`src/rtl/debounce_sync_pkg.sv`:
```
// Shared types for the debounce_sync input-conditioning block.
package debounce_sync_pkg;

    typedef enum logic {
        IDLE = 1'b0,
        PEND = 1'b1
    } db_state_e;

endpackage

```
`src/rtl/debounce_sync_sync_chain.sv`:
```
// Asynchronous-reset flop chain that brings an asynchronous input into the clk domain.
module sync_chain #(
    parameter int SYNC_STAGES = 2
) (
    input  logic clk,
    input  logic rst,
    input  logic d,
    output logic q
);

    logic [SYNC_STAGES-1:0] s;

    // NOTE: sequential state uses non-blocking assignments so every flop samples pre-edge values.
    always_ff @(posedge clk or posedge rst) begin
        if (rst) begin
            s <= '0;
        end else begin
            s <= {s[SYNC_STAGES-2:0], d};
        end
    end

    assign q = s[SYNC_STAGES-1];

endmodule

```
`src/rtl/debounce_sync.sv`:
```
// Synchronise, debounce and edge-detect a bouncy 1-bit input; counts committed rising edges.
module debounce_sync
    import debounce_sync_pkg::*;
#(
    parameter int SYNC_STAGES = 2,
    parameter int DB_CYCLES   = 4,
    parameter int CNT_W       = 8
) (
    input  logic             clk,
    input  logic             rst,
    input  logic             d_raw,
    input  logic             en,
    input  logic             clr_cnt,
    output logic             q,
    output logic             rise,
    output logic             fall,
    output logic             busy,
    output logic [CNT_W-1:0] edge_cnt
);

    localparam int             CW       = $clog2(DB_CYCLES + 1);
    localparam logic [CW-1:0]  CNT_LAST = CW'(DB_CYCLES - 1);

    db_state_e     state;
    logic [CW-1:0] cnt;
    logic          s_out;
    logic          differ;
    logic          commit;

    sync_chain #(.SYNC_STAGES(SYNC_STAGES)) u_sync (
        .clk (clk),
        .rst (rst),
        .d   (d_raw),
        .q   (s_out)
    );

    // A candidate change is only qualified while enabled; the counter holds samples seen so far.
    assign differ = en && (s_out != q);
    assign commit = differ && ((state == IDLE) ? (DB_CYCLES == 1) : (cnt == CNT_LAST));

    always_ff @(posedge clk or posedge rst) begin
        if (rst) begin
            state <= IDLE;
            cnt   <= '0;
            q     <= 1'b0;
            rise  <= 1'b0;
            fall  <= 1'b0;
        end else begin
            rise <= 1'b0;
            fall <= 1'b0;
            if (commit) begin
                q     <= s_out;
                rise  <= s_out;
                fall  <= ~s_out;
                state <= IDLE;
                cnt   <= '0;
            end else if (differ) begin
                state <= PEND;
                cnt   <= cnt + CW'(1);
            end else begin
                // Bounce back to q, or enable dropped: discard the pending change.
                state <= IDLE;
                cnt   <= '0;
            end
        end
    end

    assign busy = (state == PEND);

    always_ff @(posedge clk or posedge rst) begin
        if (rst) begin
            edge_cnt <= '0;
        end else if (clr_cnt) begin
            edge_cnt <= '0;
        end else if (commit && s_out) begin
            edge_cnt <= edge_cnt + CNT_W'(1);
        end
    end

endmodule

```
`config.mk`:
```
export PLATFORM = sky130hd
export DESIGN_NAME = debounce_sync
export DESIGN_NICKNAME = d
export VERILOG_FILES = /design/src/rtl/debounce_sync_pkg.sv /design/src/rtl/debounce_sync_sync_chain.sv /design/src/rtl/debounce_sync.sv
export SDC_FILE = /design/constraint.sdc
export NUM_CORES = 1
export LEC_CHECK = 0
export CAP_MARGIN = 25
export CORE_MARGIN = 4
export CORE_UTILIZATION = 47
export CTS_CLUSTER_DIAMETER = 80
export CTS_CLUSTER_SIZE = 12
export DETAILED_ROUTE_END_ITERATION = 8
export PLACE_DENSITY = 0.75
export SYNTH_ARGS = -nofsm -noshare
export SYNTH_HDL_FRONTEND = slang
export SYNTH_SLANG_ARGS = --single-unit
```
`constraint.sdc`:
```
create_clock -name clk -period 2.2 [get_ports clk]
set_clock_uncertainty 0.15 [all_clocks]
set_input_delay 0.33 -clock clk [delete_from_list [all_inputs] [get_ports clk]]
set_output_delay 0.33 -clock clk [all_outputs]
set_load 0.02 [all_outputs]
```
### Word-level counts from Yosys, hierarchy flattened

Index checks and enable logic that the tools add are counted.

* bitwise operators: 1
* div/mod/pow operators: 0
* shifts and indexed selects: 0
* eq/ne operators: 2
* $mul: 0
* reductions and logical operators: 4
* magnitude comparators: 0
* muxes and demuxes: 9
* $add $sub $neg: 2

Operator list (number)
* $mux W8: 2
* $add A8 B1 Y8 const B: 1
* $mux W3: 2
* $mux W1: 5
* $add A3 B1 Y3 const B: 1
* $eq A3 B2 Y1 const B: 1
* $logic_and A1 B1 Y1: 3
* $reduce_bool A2 Y1: 1
* $ne A1 B1 Y1: 1
* $not A1 Y1: 1

* output and inout bits: 12
* bits in read-only memories: 0
* memory bits (writable): 0
* bits in registers: 17
* memories: 0
* bits in latches: 0

### Logic depth before layout (Yosys ltp)

* word-level depth: 6
* mapped depth: 6
* depth with buffers taken out: 6

### Modules after synthesis

From an unflattened synthesis, not the netlist that was laid out.

* cells, all modules: 73
* area total of the unflattened synthesis: 789.5 um^2

Modules (own cells, without submodules)
* debounce_sync: cells each 70, sequential area each 375.4 um^2, instances 1, area each 735.7 um^2
* sync_chain: cells each 3, sequential area each 50.0 um^2, instances 1, area each 53.8 um^2

### Worst setup path before layout

OpenSTA, ideal clock, no wires.

* path kind: register to register
* start: register cnt[0]
* end: register edge_cnt[4]
* data arrival time: 1489 ps
* setup time: 125 ps
* path slack: 437 ps
* data required time: 1925 ps
* cell stages (with the launch flop): 7
* buffers on the path: 1
* cells stage by stage: dfrtp_1 > ha_1 > ha_1 > nand3_2 > buf_4 > nor4_1 > mux2_2

* longest elaborated chain between the ends: 5

Ends and longest elaborated chain
* start: declaration: RTL line debounce_sync.sv:25 `logic [CW-1:0] cnt;`
* start signal: assignment: RTL line debounce_sync.sv:59 `cnt <= cnt + CW'(1);`
* $eq A3 B2 Y1: RTL line debounce_sync.sv:39 `assign commit = differ && ((state == IDLE) ? (DB_CYCLES == 1) : (cnt == CNT_LAST));`
* $mux W1: RTL line debounce_sync.sv:39
* $logic_and A1 B1 Y1: RTL line debounce_sync.sv:39
* $logic_and A1 B1 Y1: RTL line debounce_sync.sv:75 `end else if (commit && s_out) begin`
* $reduce_bool A2 Y1 (no source line)
* end signal: assignment: RTL line debounce_sync.sv:76 `edge_cnt <= edge_cnt + CNT_W'(1);`
* end: declaration: RTL line debounce_sync.sv:18 `output logic [CNT_W-1:0] edge_cnt`

No other way between the ends.
A chain may end at the register's enable or synchronous reset.

### Worst setup path in the final report

* start: register edge_cnt[3]
* end: output edge_cnt[3]

No word-level cell between the ends.

==> run metrics <==
layout cell share with drive strength beyond 1=roughly 12%; First DRT Iteration DRCs=1; pwr/cell area=539.7 nW/um^2; Die Ht=around 49 um; adder-cell share of the synthesized area=4.839%; worst slew pin tran=between 600 and 700 ps; Critical Path, Cell by Cell=clkdlybuf4s50_1; CTS tree=built; Final Hold Fails=0; FFs w/ async S/R, synth=100.0%; Resized Gates After CTS=0; Slowest cell on crit path=clkdlybuf4s50_1; ys flop type=dfrtp_1; Critical R2R Capture=edge_cnt[5]$_DFFE_PP0P_; GPL Wtd Cong=around 0.74; total CTS buffers=3; Routed WL=approximately 1400 um; Final TNS setup=0 ps; maximum vdd drop=0.0004255 V; total grt overflow=0; placed cell area=roughly 950 um^2; CP max stage delay=roughly 640 ps; WL per Instance=13.39 um; Synth Register Bits=17; CTS max path bufs=2; Critical Path AT=1400 ps; f_max=530.5 MHz; max-slew violations=0; post-route clock period utilization=85.68%; Critical Path Sink Type=output port; reg-to-reg startpoint=cnt[0]$_DFF_PP0_; core area=between 1500 and 2000 um^2; Vias=578; worst hold path endpoint=u_sync.s[1]$_DFF_PP0_; Min-Delay Path Depth=0; count of final setup violators=0; Setup Crit Path Kind=reg2out; Syn Inst Count=72; vias in the first global route=602; vias per cell=about 5.4; post-route DRC violation count=0; Area Growth Syn to Fin=26.61%; worst min path class=reg2reg; Synth Warn #=0; Hold Buf Count CTS=0; global-route wire length before repair=roughly 2500 um; Hold Startpoint=u_sync.s[0]$_DFF_PP0_; dpl hpwl=1072 um; Startpoint Class=register; syn_nets=80; Die Wd=48.63 um; Setup Buffers After CTS=0; n_diodes=0; clock latency on the worst-skew pair=around 300 ps; placed cells=around 100; Required @ worst endpoint=roughly 1700 ps; total track usage=between 10% and 20%; R2R setup slack=320 ps; largest net degree at the start of global routing=18; Synth Area in Compound Gates=under 10%; number of enable flip-flop cells after synthesis=0; Netlist cell types=23; Nets=100; simple-gate area share of the yosys netlist=about 22%; MaxCap Viol Count=0; Buffers on Ports=16; Pre-Repair DR Iteration Count=4; Final ANT Viol Nets=0; CTS sink count=17; clk root buf=clkbuf_4; largest family of logic cells by synthesized area=simple AND/OR/NAND/NOR gates; LEAKAGE=between 0.0004 and 0.0005 uW; crit-path leading delay family=buffers and inverters; post-synthesis mux area share=7.258%; Initial Util=between 50% and 60%; die area=about 2400 um^2; Slew Limit Headroom=roughly 58%; fin cells=around 110; RSZ-0062 raised after global routing=false; clk slew on worst S/H paths=between 100 and 150 ps; initial antenna violation count=0; Ports=17; Post-Layout Inst Area=around 980 um^2; Tmin final=between 1500 and 2000 ps; Seq/Total Area, Yosys=54.84%; Mapped Area=approximately 780 um^2; status=finished clean; Site Rows=14; xor/xnor share of the synthesized area=between 1 and 1.5%; WP buf/inv=1; H-tree depth=1; worst-path maximum fanout=7; worst-case reg-to-reg path depth=5; syn avg cell area=about 11 um^2
[where the power goes]
group / switching (uW) / internal [uW] / leakage [uW]
Clock: 107 / 69.4 / 0.0000139
Combinational: 18.5 / 13.9 / 0.000178
Sequential: 4.11 / 318 / 0.000231
[logic make-up after synthesis]
family,Yosys count
AND/OR/NAND/NOR,30
flip-flops,17
AO/OA/AOI/OAI,8
buffers and inverters,8
multiplexers,5
adder cells (fa/ha/maj),3
XOR/XNOR,1
[how the worst max path moves through the flow]
stage | endpoint | cells after the start | startpoint
after floorplan | edge_cnt[4]$_DFFE_PP0P_ | 6 | cnt[0]$_DFF_PP0_
after global placement | edge_cnt[5]$_DFFE_PP0P_ | 4 | en
after detailed placement | edge_cnt[5]$_DFFE_PP0P_ | 4 | en
after CTS | edge_cnt[5]$_DFFE_PP0P_ | 5 | cnt[0]$_DFF_PP0_
after global routing | edge_cnt[5]$_DFFE_PP0P_ | 5 | cnt[0]$_DFF_PP0_
final | edge_cnt[3] | 1 | edge_cnt[3]$_DFFE_PP0P_
[flip-flops by register name, summed over array words and instances (netlist names)]
name      count
busy          1
cnt           3
edge_cnt      8
fall          1
q             1
rise          1
u_sync.s      2
[per-stage QoR]
stage	power [uW]	hold WS [ps]	utilization, %	setup WS (ps)
after floorplan	344.9	106.1	-	436.7
after global placement	360.3	186.2	61.77	164.8
after detailed placement	361.2	191.8	61.77	137.5
after CTS	535.2	217.9	63.72	285.9
after global routing	551.7	231.5	63.72	172.8
final	530.1	215.5	63.72	315.1
[synth_stat cells (2+ instances only)]
cell type,count,area [um^2]
a21oi_1,4,20.02
o21ai_0,2,10.01
nor2_1,7,26.28
inv_1,6,22.52
nor2b_1,4,25.02
or3_1,2,12.51
nor4_1,4,25.02
nand3_1,2,10.01
dfrtp_1,17,425.4
or4_1,2,15.01
ha_1,3,37.54
o31ai_1,2,15.01
mux2_2,5,56.30
nand2_1,3,11.26
[final cells by class]
class                   instances  area (um^2)
well taps                      16        20.02
clock inverters                 1        7.507
repair buffers                 17        167.7
inverters                       6        22.52
multi-input cells              47        316.6
clock buffers                   3        22.52
flip-flops and latches         17        425.4
fillers                       141        559.3
[cells in the final DEF, fill, tap and decap left out, drive strengths merged]
master / Yosys / routed
nand3b: 1 / 1
clkdlybuf4s50: 0 / 16
and2: 1 / 1
o21ai: 2 / 2
clkbuf: 1 / 3
or3: 2 / 2
buf: 1 / 1
nand3: 3 / 3
nor4: 4 / 4
nor3b: 1 / 1
inv: 6 / 6
xor2: 1 / 1
a21oi: 4 / 4
or4: 2 / 2
nand2b: 1 / 1
dfrtp: 17 / 17
o31ai: 2 / 2
nand4: 1 / 1
nor2: 7 / 7
clkinvlp: 0 / 1
ha: 3 / 3
nor2b: 4 / 4
mux2: 5 / 5
nand2: 3 / 3
[layer usage]
layer	wire, um	up-vias	track usage (%)
met5	0	-	0
met4	40	0	8.072
met3	53	5	1.840
met2	706	11	22.83
met1	632	274	15.16
li1	-	288	-
(Power assumes the default switching activity.)
